### src/rtl/dmem_dma_engine.sv
// Block COPY/FILL initiator for the 16-bit data memory port; COPY costs 2 cycles/word, FILL 1 cycle/word.
// No backpressure: the memory is assumed to accept every access in the cycle it is driven.
module dmem_dma_engine #(
  parameter int ADDR_W = 16,
  parameter int DATA_W = 16,
  parameter int LEN_W  = 16
) (
  input  logic              clk,
  input  logic              rst,
  input  logic              start,
  input  logic              op,
  input  logic [ADDR_W-1:0] src_addr,
  input  logic [ADDR_W-1:0] dst_addr,
  input  logic [LEN_W-1:0]  len,
  input  logic [DATA_W-1:0] fill_value,
  input  logic              abort,
  input  logic [DATA_W-1:0] mem_read_data,
  output logic [ADDR_W-1:0] mem_access_addr,
  output logic [DATA_W-1:0] mem_write_data,
  output logic              mem_write_en,
  output logic              mem_read,
  output logic              busy,
  output logic              done,
  output logic [LEN_W-1:0]  words_done
);

  typedef enum logic [1:0] {
    S_IDLE  = 2'd0,
    S_READ  = 2'd1,
    S_WRITE = 2'd2,
    S_DONE  = 2'd3
  } state_t;

  localparam logic OP_FILL = 1'b1;

  state_t            state_q, state_d;
  logic              op_q, op_d;
  logic [ADDR_W-1:0] src_q, src_d;
  logic [ADDR_W-1:0] dst_q, dst_d;
  logic [LEN_W-1:0]  rem_q, rem_d;
  logic [DATA_W-1:0] hold_q, hold_d;
  logic [DATA_W-1:0] fill_q, fill_d;
  logic [LEN_W-1:0]  words_done_q, words_done_d;

  logic [ADDR_W-1:0] addr_q, addr_d;
  logic [DATA_W-1:0] wdata_q, wdata_d;
  logic              we_q, we_d;
  logic              rd_q, rd_d;
  logic              busy_q, busy_d;
  logic              done_q, done_d;

  always_comb begin
    state_d      = state_q;
    op_d         = op_q;
    src_d        = src_q;
    dst_d        = dst_q;
    rem_d        = rem_q;
    hold_d       = hold_q;
    fill_d       = fill_q;
    words_done_d = words_done_q;

    case (state_q)
      S_IDLE: begin
        if (start) begin
          op_d         = op;
          src_d        = src_addr;
          dst_d        = dst_addr;
          rem_d        = len;
          fill_d       = fill_value;
          words_done_d = '0;
          if (len == '0)
            state_d = S_DONE;
          else if (op == OP_FILL)
            state_d = S_WRITE;
          else
            state_d = S_READ;
        end
      end
      S_READ: begin
        hold_d  = mem_read_data;
        src_d   = src_q + ADDR_W'(1);
        state_d = abort ? S_DONE : S_WRITE;
      end
      S_WRITE: begin
        // The write in this cycle commits even when aborted, so it is always counted.
        dst_d        = dst_q + ADDR_W'(1);
        words_done_d = words_done_q + LEN_W'(1);
        rem_d        = rem_q - LEN_W'(1);
        if (abort || rem_q == LEN_W'(1))
          state_d = S_DONE;
        else
          state_d = (op_q == OP_FILL) ? S_WRITE : S_READ;
      end
      S_DONE: begin
        state_d = S_IDLE;
      end
      default: begin
        state_d = S_IDLE;
      end
    endcase
  end

  // Memory-side outputs are precomputed from next state so they leave straight from flops.
  always_comb begin
    rd_d    = (state_d == S_READ);
    we_d    = (state_d == S_WRITE);
    busy_d  = (state_d != S_IDLE);
    done_d  = (state_d == S_DONE);
    addr_d  = '0;
    wdata_d = '0;
    if (state_d == S_READ) begin
      addr_d = src_d;
    end else if (state_d == S_WRITE) begin
      addr_d  = dst_d;
      wdata_d = (op_d == OP_FILL) ? fill_d : hold_d;
    end
  end

  always_ff @(posedge clk or posedge rst) begin
    if (rst) begin
      state_q      <= S_IDLE;
      op_q         <= 1'b0;
      src_q        <= '0;
      dst_q        <= '0;
      rem_q        <= '0;
      hold_q       <= '0;
      fill_q       <= '0;
      words_done_q <= '0;
      addr_q       <= '0;
      wdata_q      <= '0;
      we_q         <= 1'b0;
      rd_q         <= 1'b0;
      busy_q       <= 1'b0;
      done_q       <= 1'b0;
    end else begin
      state_q      <= state_d;
      op_q         <= op_d;
      src_q        <= src_d;
      dst_q        <= dst_d;
      rem_q        <= rem_d;
      hold_q       <= hold_d;
      fill_q       <= fill_d;
      words_done_q <= words_done_d;
      addr_q       <= addr_d;
      wdata_q      <= wdata_d;
      we_q         <= we_d;
      rd_q         <= rd_d;
      busy_q       <= busy_d;
      done_q       <= done_d;
    end
  end

  assign mem_access_addr = addr_q;
  assign mem_write_data  = wdata_q;
  assign mem_write_en    = we_q;
  assign mem_read        = rd_q;
  assign busy            = busy_q;
  assign done            = done_q;
  assign words_done      = words_done_q;

endmodule

### config.mk
export PLATFORM = sky130hd
export DESIGN_NAME = dmem_dma_engine
export DESIGN_NICKNAME = d
export VERILOG_FILES = /design/src/rtl/dmem_dma_engine.sv
export SDC_FILE = /design/constraint.sdc
export NUM_CORES = 1
export LEC_CHECK = 0
export CAP_MARGIN = 0
export CORE_MARGIN = 2
export CORE_UTILIZATION = 47
export DETAILED_ROUTE_END_ITERATION = 7
export PLACE_DENSITY = 0.77
export SYNTH_ARGS = -nofsm -noshare
export SYNTH_HDL_FRONTEND = slang
export SYNTH_SLANG_ARGS = --single-unit
### constraint.sdc
create_clock -name clk -period 4.7 [get_ports clk]
set_clock_uncertainty 0.1 [all_clocks]
set_input_delay 1.175 -clock clk [delete_from_list [all_inputs] [get_ports clk]]
set_output_delay 1.175 -clock clk [all_outputs]
set_load 0.05 [all_outputs]
==> impl_metrics.prom <==
# TYPE chip_impl_metric gauge
chip_impl_metric{name="clock_sinks",unit=""} 135
chip_impl_metric{name="globalRouteTotalUtil",unit="%"} 26.1
chip_impl_metric{name="drt.antenna.violating_nets",unit=""} 0
chip_impl_metric{name="reg_power_share",unit="%"} 32.5
chip_impl_metric{name="initial_core_util",unit="%"} 48.0
chip_impl_metric{name="yosys.area_share.simple",unit="%"} 20.0
chip_impl_metric{name="number_of_global_route_vias_before_repair",unit=""} 6088
chip_impl_metric{name="dpl.hpwl",unit="mm"} 12.8
chip_impl_info{name="cts.root.buffer_cell",value="clkbuf_16"} 1
chip_impl_metric{name="placementRows",unit=""} 43
chip_impl_metric{name="die_area",unit="mm^2"} 0.0152
chip_impl_info{name="regToRegEndpoint",value="mem_access_addr[0]"} 1
chip_impl_metric{name="synth_largest_type_area_fraction",unit="%"} 50.7
chip_impl_metric{name="timing.final.max_slew_violations",unit=""} 0
chip_impl_metric{name="global_route_wire_length_before_repair",unit="mm"} 30.3
chip_impl_metric{name="die_width",unit="um"} 123
chip_impl_metric{name="achievable-frequency",unit="MHz"} 283
chip_impl_info{name="end_kind",value="flop"} 1
chip_impl_metric{name="vias",unit=""} 6175
chip_impl_metric{name="cts_inserted_buffers",unit=""} 17
chip_impl_metric{name="timing_hold_violations_final",unit=""} 0
chip_impl_info{name="main_combinational_cell_family_by_area_after_synthesis",value="simple AND/OR/NAND/NOR gates"} 1
chip_impl_metric{name="swShare",unit="%"} 41.9
chip_impl_metric{name="ys_warn_count",unit=""} 0
chip_impl_metric{name="die_h",unit="um"} 123
chip_impl_metric{name="grt-ovfl-total",unit=""} 0
chip_impl_metric{name="synthToLayoutAreaGrowth",unit="%"} 33.5
chip_impl_metric{name="antenna_cells_inserted",unit=""} 0
chip_impl_metric{name="drv_cap",unit=""} 0
chip_impl_metric{name="fin_tns_setup",unit="ns"} 0
chip_impl_metric{name="postSynthCellCount",unit=""} 709
chip_impl_metric{name="share_clk_of_total_power",unit="%"} 23.5
chip_impl_metric{name="power.share.combinational",unit="%"} 44.0
chip_impl_info{name="min_from",value="fill_q[7]"} 1
chip_impl_metric{name="synth_nets",unit=""} 799
chip_impl_metric{name="clock_tree.buffer_depth",unit=""} 2
chip_impl_info{name="setup_repair_after_global_routing_missed_its_margin",value="false"} 1
chip_impl_metric{name="via_per_inst",unit=""} 5.99
chip_impl_info{name="layout_commonest_cell",value="clkdlybuf4s50_1"} 1
chip_impl_metric{name="routed_wl",unit="mm"} 19.0
chip_impl_metric{name="synthAdderAreaFrac",unit="%"} 0.938
chip_impl_metric{name="cts.hold.buffers_added",unit=""} 0
chip_impl_info{name="tritoncts",value="done"} 1
chip_impl_info{name="worst_hold_path.endpoint",value="fill_q[7]"} 1
chip_impl_metric{name="number_of_antenna_violations_at_the_first_check_in_global_routing",unit=""} 0
chip_impl_metric{name="placeableCoreArea",unit="mm^2"} 0.0139
chip_impl_info{name="yosys_top_cell_by_area",value="dfrtp_1"} 1
chip_impl_metric{name="post_cts.resized_instances",unit=""} 0
chip_impl_metric{name="min_period_over_period",unit="%"} 75.2
chip_impl_metric{name="post_synth_instance_area",unit="mm^2"} 0.00667
chip_impl_metric{name="drt_iter0_markers",unit=""} 518
chip_impl_metric{name="setup-violations-final",unit=""} 0
chip_impl_metric{name="drt_first_pass_iters",unit=""} 5
chip_impl_metric{name="place.gp.congestion",unit=""} 0.931
chip_impl_metric{name="top_level_ports",unit=""} 137
chip_impl_metric{name="leakage",unit="nW"} 3.86
chip_impl_metric{name="synth_compound_area_share",unit="%"} 18.4
chip_impl_metric{name="netSwitchingPower",unit="mW"} 2.64
chip_impl_metric{name="report.power.total",unit="mW"} 6.30
chip_impl_metric{name="seq_cells_post_synth",unit=""} 135
chip_impl_metric{name="worst_slew_pin_slew",unit="ns"} 1.04
chip_impl_info{name="critPathLaunchType",value="primary input"} 1
chip_impl_metric{name="worst_r2r_path_depth",unit=""} 7
chip_impl_metric{name="async_set_or_reset_flop_fraction_in_the_synthesized_netlist",unit="%"} 100
chip_impl_metric{name="clk_transition_reported_paths",unit="ns"} 0.06
chip_impl_metric{name="nNetsFinal",unit=""} 928
chip_impl_metric{name="slew_headroom",unit="%"} 30.7
chip_impl_info{name="synth_area_leaders",value="dfrtp_1, nand2_1, a21oi_1"} 1
chip_impl_metric{name="worstSkewPairLatency",unit="ns"} 0.42
chip_impl_metric{name="pin_count_of_the_biggest_net_entering_global_routing",unit=""} 72
chip_impl_metric{name="post_route_cells_drive_above_1_share",unit="%"} 9.05
chip_impl_metric{name="cts_setup_buffers",unit=""} 0
chip_impl_metric{name="irDropWorstVdd",unit="mV"} 0.349
chip_impl_info{name="final_cell_mix",value="clkdlybuf4s50_1, dfrtp_1, nand2_1"} 1
chip_impl_metric{name="synth.area.mux_share",unit="%"} 5.72
chip_impl_metric{name="critical_path_arrival",unit="ns"} 3.74
chip_impl_metric{name="route.detailed.wl_per_inst",unit="um"} 18.4
chip_impl_info{name="criticalPathCategory",value="in2reg"} 1
chip_impl_info{name="hold_class",value="reg2reg"} 1
chip_impl_metric{name="place.port_buffers",unit=""} 136
chip_impl_metric{name="ys_types",unit=""} 59
chip_impl_info{name="ys.flop_type",value="dfrtp_1"} 1
chip_impl_metric{name="proportion_of_synthesized_chip_area_in_sequential_cells",unit="%"} 50.7
chip_impl_metric{name="final_period_minus_worst_setup_slack",unit="ns"} 3.54
chip_impl_info{name="outcome",value="finished clean"} 1
chip_impl_metric{name="drt_drc",unit=""} 0
chip_impl_metric{name="syn_avg_cell_area",unit="um^2"} 9.41
chip_impl_metric{name="cell_internal_power",unit="mW"} 3.66
chip_impl_metric{name="timing.reg2reg.setup_slack",unit="ns"} 1.54
chip_impl_metric{name="crit_path_max_fanout",unit=""} 33
chip_impl_metric{name="power.density_cell_area",unit="mW/mm^2"} 708
chip_impl_metric{name="worst_hold_path.num_cells",unit=""} 2
chip_impl_info{name="critical_path.reg2reg.startpoint",value="state_q[0]"} 1
chip_impl_metric{name="cts_max_level",unit=""} 4
chip_impl_metric{name="synth-edff-count",unit=""} 0
chip_impl_metric{name="worst-endpoint-required",unit="ns"} 4.90
chip_impl_metric{name="synth_xor_xnor_area_share",unit="%"} 0.263
==> state kept, by name, summed over array words and instances (netlist names) <==
register / cells
busy: 1
dst_q: 16
mem_write_en: 1
mem_access_addr: 16
state_q: 2
rem_q: 16
mem_read: 1
words_done: 16
mem_write_data: 16
op_q: 1
done: 1
src_q: 16
fill_q: 16
hold_q: 16
==> cell usage after synthesis (5+ instances only) <==
library cell / count
a21oi_1: 56
a22o_1: 18
a22oi_1: 10
a31oi_1: 8
and3_1: 7
and4_1: 8
buf_1: 6
clkbuf_1: 35
dfrtp_1: 135
ha_1: 5
inv_1: 22
mux2_2: 17
mux2i_1: 19
nand2_1: 125
nand3_1: 24
nand4_1: 10
nor2_1: 39
nor2b_1: 10
nor3_1: 11
nor4_1: 14
o21ai_0: 46
o22ai_1: 16
or3_1: 5
or4_1: 5
==> per-stage QoR <==
stage / area [um^2] / instances / hold WS (ns) / util [%] / setup slack [ns]
after floorplan: 6670 / 709 / 0.340 / - / 1.48
after global placement: 8240 / 999 / 0.356 / 59.4 / 0.869
after detailed placement: 8240 / 999 / 0.361 / 59.4 / 0.847
after CTS: 8900 / 1031 / 0.374 / 64.1 / 1.25
after global routing: 8900 / 1031 / 0.378 / 64.1 / 1.03
final: 8900 / 1031 / 0.372 / 64.1 / 1.16
==> how the worst max path moves through the flow <==
| stage | startpoint | endpoint | slack (ns) | cells after the start |
|---|---|---|---|---|
| 3_3_place_gp | start | mem_access_addr[1] | 0.87 | 7 |
| 4_1_cts | start | mem_access_addr[0] | 1.25 | 7 |
| 2_1_floorplan | start | mem_access_addr[10] | 1.48 | 8 |
| 3_5_place_dp | start | mem_access_addr[2] | 0.85 | 7 |
| 6_report | start | mem_access_addr[0] | 1.16 | 7 |
| 5_1_grt | start | mem_access_addr[0] | 1.03 | 7 |
==> cell type report <==
class,instances,area [um^2]
clock buffer,20,467
inverter,24,96.3
multi-input combinational,506,3030
sequential,135,3380
timing repair buffer,154,1510
fill,1127,4980
clock inverter,12,198
tap,180,225
==> per-layer routing <==
layer | part of all wire [%] | track usage (%) | wire length [um]
met1 | 42 | 34.2 | 7890
met2 | 46 | 40.6 | 8690
met3 | 8.8 | 6.32 | 1670
met4 | 3.9 | 13.3 | 731
met5 | 0 | 0 | 0
==> cells by family after synthesis <==
| kind of cell | count (synthesis) |
|---|---|
| AO/OA/AOI/OAI | 190 |
| XOR/XNOR | 2 |
| adder cells (fa/ha/maj) | 5 |
| buffers and inverters | 68 |
| flip-flops | 135 |
| multiplexers | 36 |
| AND/OR/NAND/NOR | 273 |
==> power groups by stage <==
stage / Combinational [mW] / Clock (mW) / Sequential (mW)
after floorplan: 1.60 / 0 / 2.31
final: 2.77 / 1.48 / 2.05
after detailed placement: 2.74 / 0 / 2.05
after CTS: 2.76 / 1.50 / 2.04
after global placement: 2.66 / 0 / 2.02
after global routing: 3.02 / 1.55 / 2.11
==> worst max-delay path, stage by stage <==
cell,delay (ns)
clkdlybuf4s50_1,0.53
or3b_1,0.38
buf_4,0.27
nor4_1,0.52
or3_1,0.21
inv_1,0.29
a22o_1,0.35
No activity file was read; power rests on OpenSTA's default activity.
